===== config.mk =====
export PLATFORM = sky130hd
export DESIGN_NAME = serial_subtractor
export DESIGN_NICKNAME = d
export VERILOG_FILES = /design/src/rtl/serial_arith_pkg.sv /design/src/rtl/full_subtractor.sv /design/src/rtl/serial_subtractor.sv
export SDC_FILE = /design/constraint.sdc
export NUM_CORES = 1
export LEC_CHECK = 0
export CORE_MARGIN = 8
export CORE_UTILIZATION = 44
export CTS_CLUSTER_SIZE = 30
export DETAILED_ROUTE_END_ITERATION = 10
export HOLD_SLACK_MARGIN = 0.08
export PLACE_DENSITY = 0.68
export REMOVE_ABC_BUFFERS = 1
export SLEW_MARGIN = 15
export SYNTH_ARGS = -nofsm -noshare
export SYNTH_HDL_FRONTEND = slang
export SYNTH_SLANG_ARGS = --single-unit

===== constraint.sdc =====
create_clock -name clk -period 3.6 [get_ports clk]
set_clock_uncertainty 0.2 [all_clocks]
set_input_delay 0.36 -clock clk [delete_from_list [all_inputs] [get_ports clk]]
set_output_delay 0.36 -clock clk [all_outputs]
set_load 0.01 [all_outputs]

===== src/rtl/serial_arith_pkg.sv =====
// Shared definitions for the bit-serial arithmetic blocks (subtractor now, adder later).
// No logic: state encodings and legal operand-width bounds only.
// No flow control.
package serial_arith_pkg;

    typedef enum logic [1:0] {
        ST_IDLE = 2'd0,
        ST_RUN  = 2'd1,
        ST_DONE = 2'd2
    } state_t;

    localparam int WIDTH_MIN = 2;
    localparam int WIDTH_MAX = 32;

endpackage


===== src/rtl/full_subtractor.sv =====
// One-bit full-subtractor cell computing a - b - bin, mirror of the full-adder cell.
// Purely combinational, zero latency.
// No flow control.
module full_subtractor (
    input  logic a,
    input  logic b,
    input  logic bin,
    output logic diff,
    output logic bout
);

    assign diff = a ^ b ^ bin;
    assign bout = (~a & b) | (~(a ^ b) & bin);

endmodule


===== src/rtl/serial_subtractor.sv =====
// Bit-serial unsigned subtractor diff = a - b, LSB first; signed ovf output when SERIAL_SUBTRACTOR_OVF_EN is defined.
// Latency: start accepted at edge N, busy for WIDTH cycles, done pulse in cycle N+WIDTH+1.
// start/busy/done handshake: start is only sampled in IDLE; ignored while busy or done.
module serial_subtractor
    import serial_arith_pkg::*;
#(
    parameter int WIDTH = 8,
    parameter int CNT_W = $clog2(WIDTH + 1)
) (
    input  logic             clk,
    input  logic             rst_n,
    input  logic             start,
    input  logic [WIDTH-1:0] a,
    input  logic [WIDTH-1:0] b,
    output logic             busy,
    output logic             done,
    output logic [WIDTH-1:0] diff,
    output logic             borrow_out
`ifdef SERIAL_SUBTRACTOR_OVF_EN
    ,
    output logic             ovf
`endif
);

    generate
        if (WIDTH < WIDTH_MIN || WIDTH > WIDTH_MAX) begin : g_bad_width
            $error("serial_subtractor: WIDTH outside supported range");
        end
    endgenerate

    state_t           r_state;
    state_t           w_state_nxt;
    logic [WIDTH-1:0] r_sa;
    logic [WIDTH-1:0] r_sb;
    logic [WIDTH-1:0] r_res;
    logic             r_borrow;
    logic [CNT_W-1:0] r_cnt;
    logic             w_d;
    logic             w_bout;
    logic             w_last;
    logic [WIDTH-1:0] w_res_nxt;

    full_subtractor u_fs (
        .a    (r_sa[0]),
        .b    (r_sb[0]),
        .bin  (r_borrow),
        .diff (w_d),
        .bout (w_bout)
    );

    assign w_last    = (r_cnt == CNT_W'(WIDTH - 1));
    assign w_res_nxt = {w_d, r_res[WIDTH-1:1]};

    always_ff @(posedge clk or negedge rst_n) begin
        if (!rst_n) begin
            r_state <= ST_IDLE;
        end else begin
            r_state <= w_state_nxt;
        end
    end

    always_comb begin
        w_state_nxt = r_state;
        case (r_state)
            ST_IDLE: if (start) w_state_nxt = ST_RUN;
            ST_RUN:  if (w_last) w_state_nxt = ST_DONE;
            ST_DONE: w_state_nxt = ST_IDLE;
            default: w_state_nxt = ST_IDLE;
        endcase
    end

    always_comb begin
        busy = 1'b0;
        done = 1'b0;
        case (r_state)
            ST_RUN:  busy = 1'b1;
            ST_DONE: done = 1'b1;
            default: ;
        endcase
    end

`ifdef SERIAL_SUBTRACTOR_OVF_EN
    logic r_a_msb;
    logic r_b_msb;

    always_ff @(posedge clk or negedge rst_n) begin
        if (!rst_n) begin
            r_a_msb <= 1'b0;
            r_b_msb <= 1'b0;
            ovf     <= 1'b0;
        end else if (r_state == ST_IDLE && start) begin
            r_a_msb <= a[WIDTH-1];
            r_b_msb <= b[WIDTH-1];
        end else if (r_state == ST_RUN && w_last) begin
            ovf <= (r_a_msb != r_b_msb) && (w_d != r_a_msb);
        end
    end
`endif

    // Outputs load on the edge entering DONE so they are already valid while done is high.
    always_ff @(posedge clk or negedge rst_n) begin
        if (!rst_n) begin
            r_sa       <= '0;
            r_sb       <= '0;
            r_res      <= '0;
            r_borrow   <= 1'b0;
            r_cnt      <= '0;
            diff       <= '0;
            borrow_out <= 1'b0;
        end else begin
            case (r_state)
                ST_IDLE: begin
                    if (start) begin
                        r_sa     <= a;
                        r_sb     <= b;
                        r_borrow <= 1'b0;
                        r_cnt    <= '0;
                    end
                end
                ST_RUN: begin
                    r_sa     <= {1'b0, r_sa[WIDTH-1:1]};
                    r_sb     <= {1'b0, r_sb[WIDTH-1:1]};
                    r_res    <= w_res_nxt;
                    r_borrow <= w_bout;
                    r_cnt    <= r_cnt + CNT_W'(1);
                    if (w_last) begin
                        diff       <= w_res_nxt;
                        borrow_out <= w_bout;
                    end
                end
                default: ;
            endcase
        end
    end

endmodule


# After elaboration in Yosys (flattened, before gate mapping)
# Cells that the tools add are included.
# op_classes
n_mul	0
bitwise_logic	7
div_mod_pow	0
shifts	0
n_lt_le_gt_ge	0
n_reduce_logical	5
n_mux	13
eq_ne	5
n_addsub	1
# op_table
cell	n
one-hot mux 8 bit (2 select lines)	2
two-way mux 8 bit	2
one-hot mux 4 bit (2 select lines)	1
AND reduction 2 bit	3
adder 4 x 1 -> 4 bit, second input constant	1
== test 4 x 3 -> 1 bit, second input constant	1
two-way mux 2 bit	2
two-way mux 4 bit	1
!= test 2 bit, second input constant	2
one-hot mux 2 bit (2 select lines)	1
two-way mux 1 bit	3
bitwise AND 1 bit	2
== test 2 x 1 -> 1 bit, second input constant	1
== test 2 bit, second input constant	1
zero test 2 bit	1
NOT 1 bit	2
one-hot mux 1 bit (2 select lines)	1
nonzero test 2 bit	1
XOR 1 bit	2
bitwise OR 1 bit	1
# word_totals
ramBits	0
memories	0
mem_bits_ro	0
latchBits	0
in_bits	19
register_bits	40

# Depth between registers and ports, before layout
# Gate-level depths: netlist of the first run.
# depth
word_depth	5
ltp_mapped	5

# Hierarchy
# From an unflattened synthesis of the first run, not the netlist that was laid out.
# unflattened
cells_unflattened	168
area_unflattened_um2	1749.2
# modules_own_cells
mod	n_inst	cells_each	area_each_um2
serial_subtractor	1	164	1717.9
full_subtractor	1	4	31.3

# Least setup slack after synthesis of the first run
# OpenSTA, ideal clock, no wires.
# synth_path
kind	reg2out
start	register r_state[1]
end	output done
setup_slack_ns	1.920
path_buffers	2
arrival_time_ns	1.120
required_time_ns	3.040
path_stages_with_launch	4
path_cell_list	dfrtp_1 > clkbuf_1 > clkbuf_1 > nor2b_1
# synth_via
elab_chain_len	2
# synth_lines
item	line_no	rtl
start, declared	serial_subtractor.sv:31	state_t r_state;
start signal, assigned	serial_subtractor.sv:58	r_state <= w_state_nxt;
== test 2 bit	serial_subtractor.sv:75	case (r_state)
two-way mux 1 bit	serial_subtractor.sv:75	
end, declared	serial_subtractor.sv:16	output logic done,
# Every way passes these cells.

# Worst setup path in the final report of the first run
# layout_path
start	register r_state[0]
end	output busy
# layout_via
elab_chain_len	2
# layout_lines
item	line_no	rtl
== test 2 x 1 -> 1 bit	serial_subtractor.sv:75	
two-way mux 1 bit	serial_subtractor.sv:75	
end, declared	serial_subtractor.sv:15	output logic busy,
# Every way passes these cells.

==> results_dict.tcl, run 1 <==
set metrics [dict create \
    status "completed" \
    cp_data_required_time_ns 3.04 \
    drive_above_1_share_pct 11.1 \
    slowest_delay_ns 0.77 \
    ys_seq_area_share_pct 56.0 \
    num_vias 1308 \
    dp_hpwl_um 2420 \
    crit_buf_inv 3 \
    maxCapViolCount 0 \
    core_area_um2 3910 \
    cp_slowest_cell "dfrtp_1" \
    ys_ff_latch 39 \
    min_to "r_res[1]" \
    clk_path_buf_depth 2 \
    power.density_nw_per_um2 797 \
    avgSynthCellArea_um2 10.4 \
    r2r-end "diff[2]" \
    cts.clk_slew.worst_paths_ns 0.07 \
    grt_pass1_vias 1283 \
    grt_use_total_pct 12.4 \
    yosysWarnings 0 \
    met2_length_um 1690 \
    ios 30 \
    startpoint_type "flop" \
    crit_fanout 23 \
    cp_top_family "buffers and inverters" \
    routed_wl_um 3600 \
    area_growth_pct 24.4 \
    drc 0 \
    worst-r2r-cell-count 3 \
    slew_headroom_pct 30.1 \
    port_buffers 29 \
    fmax_ghz 0.350 \
    antenna_found_initial 0 \
    slew_viol_final 0 \
    grt_max_degree 40 \
    final_util_pct 55.3 \
    pre_cts_ws_ns 0.989 \
    setup_violations 0 \
    fin_ws_ns 0.743 \
    worstSetupEndpointType "output port" \
    grt_pass1_wl_um 6200 \
    grt_overflow 0 \
    place.gp.congestion 0.775 \
    avgRoutedWirePerCell_um 14.4 \
    numCtsBuffers 5 \
    die_height_um 78.9 \
    vias_per_cell 5.25 \
    cts.sink_count 39 \
    final_common_cell "dfrtp_1" \
    fillerInstances 390 \
    grt_setup_unrepaired "no" \
    cts_setup_buffers 0 \
    critical_path_class "flop to output port" \
    num_antenna_cells 0 \
    hp-start "r_res[1]" \
    cts_resized 0 \
    yosysTopAreaCellShare_pct 56.0 \
    period_minus_slack_ns 2.86 \
    period_share_pct 79.4 \
    fin_nets 219 \
    yosysUniqueCellTypes 22 \
    yosys.area.top_type "dfrtp_1" \
    reg2reg_from "r_state[0]" \
    hp-class "flop to flop" \
    p_leak_nw 0.935 \
    dieArea_um2 6230 \
    final_cell_mix "dfrtp_1, nand2_1, clkdlybuf4s50_1, o21ai_0" \
    syn_inst 168 \
    drt-pass1-iter-count 4 \
    wl_met1_um 1680 \
    r2r_slack_ns 1.30 \
    top_layer "met4" \
    rows 23 \
    crit_chain "nand2b_2, inv_1, buf_4, clkdlybuf4s50_1" \
    met3_wirelength_um 131 \
    setup_tns_ns 0 \
    die_x_um 78.9 \
    min_path_cells 2 \
    worst_ir_drop_vdd_mv 0.365 \
    cts-root-buf "clkbuf_8" \
    worst_pin_slew_ns 1.05 \
    netlist_top_cells_area "dfrtp_1, nand2_1, mux2_2" \
    h-tree-depth 2 \
    hold_viol 0 \
    drtIter0Drc 64 \
    mappedNetlistArea_um2 1740 \
    start_util_pct 44.5 \
    tritoncts "yes" \
    critical_path_arrival_ns 2.30 \
    hold_buffers 1 \
    detail-route-antenna-nets 0 \
    clk-insertion-delay-late_ns 0.30 \
]
[power breakdown]
| group | total (W) | switching, W | internal [W] |
|---|---|---|---|
| logic | 0.000643 | 0.000310 | 0.000332 |
| clock network | 0.000290 | 0.000155 | 0.000135 |
| registers | 0.000794 | 0.000169 | 0.000625 |
| total | 0.00173 | 0.000635 | 0.00109 |
[tightest hold or removal path, cell delays in order (launching register included)]
cell     delay (ns)
dfrtp_1        0.34
nand2_1        0.05
nand2_1        0.06
[final cells by class]
cell class	instances	area [um^2]	area share, %
inverters	4	15.0	0.693
repair buffers	32	310	14.3
clock buffers	5	68.8	3.18
multi-input cells	116	713	32.9
well taps	50	62.6	2.89
flip-flops and latches	39	976	45.1
clock inverters	3	20.0	0.924
[state kept, by name (all words and copies together) (netlist names)]
name,cells
borrow_out,1
diff,8
r_borrow,1
r_cnt,4
r_res,7
r_sa,8
r_sb,8
r_state,2
[kinds of logic (layout without fill, tap and decap cells)]
group / after synthesis / count (layout) / synth area share [%]
buffers and inverters: 13 / 44 / 3.02
adders and majority gates: 2 / 2 / 1.87
muxes: 10 / 10 / 6.39
DFF: 39 / 39 / 56.0
AOI/OAI and AO/OA: 51 / 51 / 17.3
and+or+nand+nor: 53 / 53 / 15.4
[how the worst max path moves through the flow]
stage / end / slack [ns] / cells past startpoint / start
2_1_floorplan: diff[0] / 1.66 / 3 / r_state[1]
3_3_place_gp: r_sb[7] / 1.10 / 5 / start
3_5_place_dp: r_sb[3] / 0.99 / 5 / start
4_1_cts: busy / 0.75 / 4 / r_state[0]
5_1_grt: busy / 0.57 / 4 / r_state[0]
6_report: busy / 0.74 / 4 / r_state[0]
[through the flow]
stage | instance area [um^2] | power, W | instances | hold WS [ns]
4_1_cts | 2170 | 0.00175 | 249 | 0.285
2_1_floorplan | 1700 | 0.00117 | 159 | -0.136
6_report | 2170 | 0.00173 | 249 | 0.278
3_5_place_dp | 2070 | 0.00145 | 240 | 0.264
3_3_place_gp | 2070 | 0.00143 | 240 | 0.264
5_1_grt | 2170 | 0.00187 | 249 | 0.302
[layer usage]
| metal | vias up | track usage [%] |
|---|---|---|
| met5 | - | 0 |
| met1 | 627 | 15.6 |
| li1 | 645 | - |
| met2 | 28 | 19.1 |
| met3 | 8 | 2.60 |
| met4 | 0 | 7.78 |
[synthesized netlist by cell type (all sizes together)]
library cell  count
a22o              2
or3               1
a2bb2oi           1
clkbuf            8
and3b             1
dfrtp            39
nand2b            1
fa                1
o21bai            1
mux2              9
buf               1
nand3             3
nor2              2
mux2i             1
ha                1
nor3              1
nand2            28
o21ai            18
inv               4
a21oi            16
nor2b            16
a22oi            13
No activity file was read; power rests on OpenSTA's default activity.
==> run 2, diff against run 1 <==
clock period = 3 ns   (was 3.6 ns; I/O delays follow)
==> run 2 against run 1 <==
Against the previous run:
- register-to-register slack worse by 0.21 ns
- non-clock buffer count grew 3
- cell count is 1.2% higher
- clock-buffer cell count grew 2
- sequential share of layout area down 0.31 points
- total power grew 22%
- first-iteration DRC count up 78%
- global-route usage rose by 0.29 points
==> results_dict.tcl, run 2 (same netlist as run 1, synthesis figures left out) <==
set metrics [dict create \
    die_x_um 78.9 \
    cts-root-buf "clkbuf_8" \
    ios 30 \
    grt_use_total_pct 12.7 \
    antenna_found_initial 0 \
    pre_cts_ws_ns 1.02 \
    die_height_um 78.9 \
    clk_path_buf_depth 2 \
    cts_setup_buffers 0 \
    status "completed" \
    grt_pass1_wl_um 6230 \
    finalInstanceArea_um2 2180 \
    cts_resized 0 \
    critical_path_arrival_ns 1.67 \
    hold_buffers 1 \
    critical_path_class "flop to output port" \
    maxCapViolCount 0 \
    cts.sink_count 39 \
    routed_wl_um 3850 \
    fmax_ghz 0.461 \
    drc 0 \
    cts.clk_slew.worst_paths_ns 0.07 \
    core_area_um2 3910 \
    grt_overflow 0 \
    p_leak_nw 0.952 \
    num_vias 1346 \
    avgRoutedWirePerCell_um 15.3 \
    setup_violations 0 \
    worstSetupEndpointType "output port" \
    period_minus_slack_ns 2.17 \
    drive_above_1_share_pct 11.4 \
    final_cell_mix "dfrtp_1, nand2_1, clkdlybuf4s50_1, o21ai_0" \
    slew_viol_final 0 \
    swShare_pct 36.9 \
    final_common_cell "dfrtp_1" \
    drt-pass1-iter-count 4 \
    dieArea_um2 6230 \
    power.switching_w 0.000778 \
    worst_ir_drop_vdd_mv 0.491 \
    fin_ws_ns 0.831 \
    register_area_um2 976 \
    hp-class "flop to flop" \
    num_antenna_cells 0 \
    fin_nets 222 \
    port_buffers 29 \
    area_growth_pct 25.2 \
    clk-insertion-delay-late_ns 0.29 \
    rows 23 \
    grt_setup_unrepaired "no" \
    tritoncts "yes" \
    combPwrFrac_pct 41.0 \
    hold_viol 0 \
    multiInputGateArea_um2 713 \
    setup_tns_ns 0 \
    p_seq_share_pct 43.0 \
    top_regs "diff x8, r_sa x8, r_sb x8" \
    period_share_pct 72.3 \
    grt_max_degree 40 \
    fillerInstances 349 \
    grt_pass1_vias 1280 \
    startpoint_type "flop" \
    crit_fanout 12 \
    p_int_w 0.00133 \
    start_util_pct 44.5 \
    clockPowerShare_pct 16.0 \
    drtIter0Drc 114 \
    placed_area_um2 2090 \
    slew_headroom_pct 43.4 \
    h-tree-depth 2 \
    detail-route-antenna-nets 0 \
    place.gp.congestion 0.777 \
    worst_pin_slew_ns 0.849 \
    power.density_nw_per_um2 966 \
    dp_hpwl_um 2580 \
    cp_data_required_time_ns 2.50 \
    vias_per_cell 5.34 \
    numCtsBuffers 5 \
]
[run 2: cell count changes in the layout (fill, tap and decap cells not counted)]
cell,previous run,this run
clkinvlp_4,2,0
buf_4,2,5
clkbuf_1,0,2
[run 2: worst paths after layout]
kind / from / endpoint / slack (ns) / cells after the start
setup reg to reg: r_state[1] / diff[7] / 1.09 / 3
hold reg to reg: r_res[1] / r_res[1] / 0.28 / 2
setup / recovery: r_state[1] / busy / 0.83 / 3
hold / removal: r_res[1] / r_res[1] / 0.28 / 2
min in group asynchronous: rst_n / r_sb[7] / 0.46 / 2
max in group asynchronous: rst_n / r_res[5] / 1.61 / 2
[run 2: critical path, cell delays in order (launching register included)]
cell,delay [ns]
dfrtp_1,0.38
nand2b_2,0.31
inv_1,0.15
clkdlybuf4s50_1,0.55
[run 2: cell type report]
| class | count | area share [%] |
|---|---|---|
| well taps | 50 | 2.87 |
| clock buffers | 7 | 3.50 |
| repair buffers | 35 | 15.3 |
| flip-flops and latches | 39 | 44.8 |
| multi-input cells | 116 | 32.7 |
| inverters | 4 | 0.688 |
| clock inverters | 1 | 0.229 |
[run 2: layer usage]
layer  up-vias  part of all wire (%)  wire length [um]  track usage, %
met4         0                   1.6                63            5.37
met2        36                    50              1950            20.4
met1       656                    42              1640            15.5
met3         5                   5.4               209            3.84
li1        649                     -                 -               -
met5         -                     0                 0               0
[run 2: power groups by stage]
stage               logic, W  clock network (W)  registers (W)
floorplan           0.000472                  0       0.000932
detailed placement  0.000868                  0       0.000912
global route        0.000953           0.000373       0.000933
finish              0.000863           0.000337       0.000907
CTS                 0.000874           0.000349       0.000905
global placement    0.000834                  0       0.000895
[run 2: per-stage QoR]
stage	total power [W]	util (%)	hold WS (ns)	instances
floorplan	0.00140	-	-0.196	159
global placement	0.00173	53.4	0.242	243
detailed placement	0.00178	53.4	0.258	243
CTS	0.00213	55.7	0.289	252
global route	0.00226	55.7	0.313	252
finish	0.00211	55.7	0.280	252
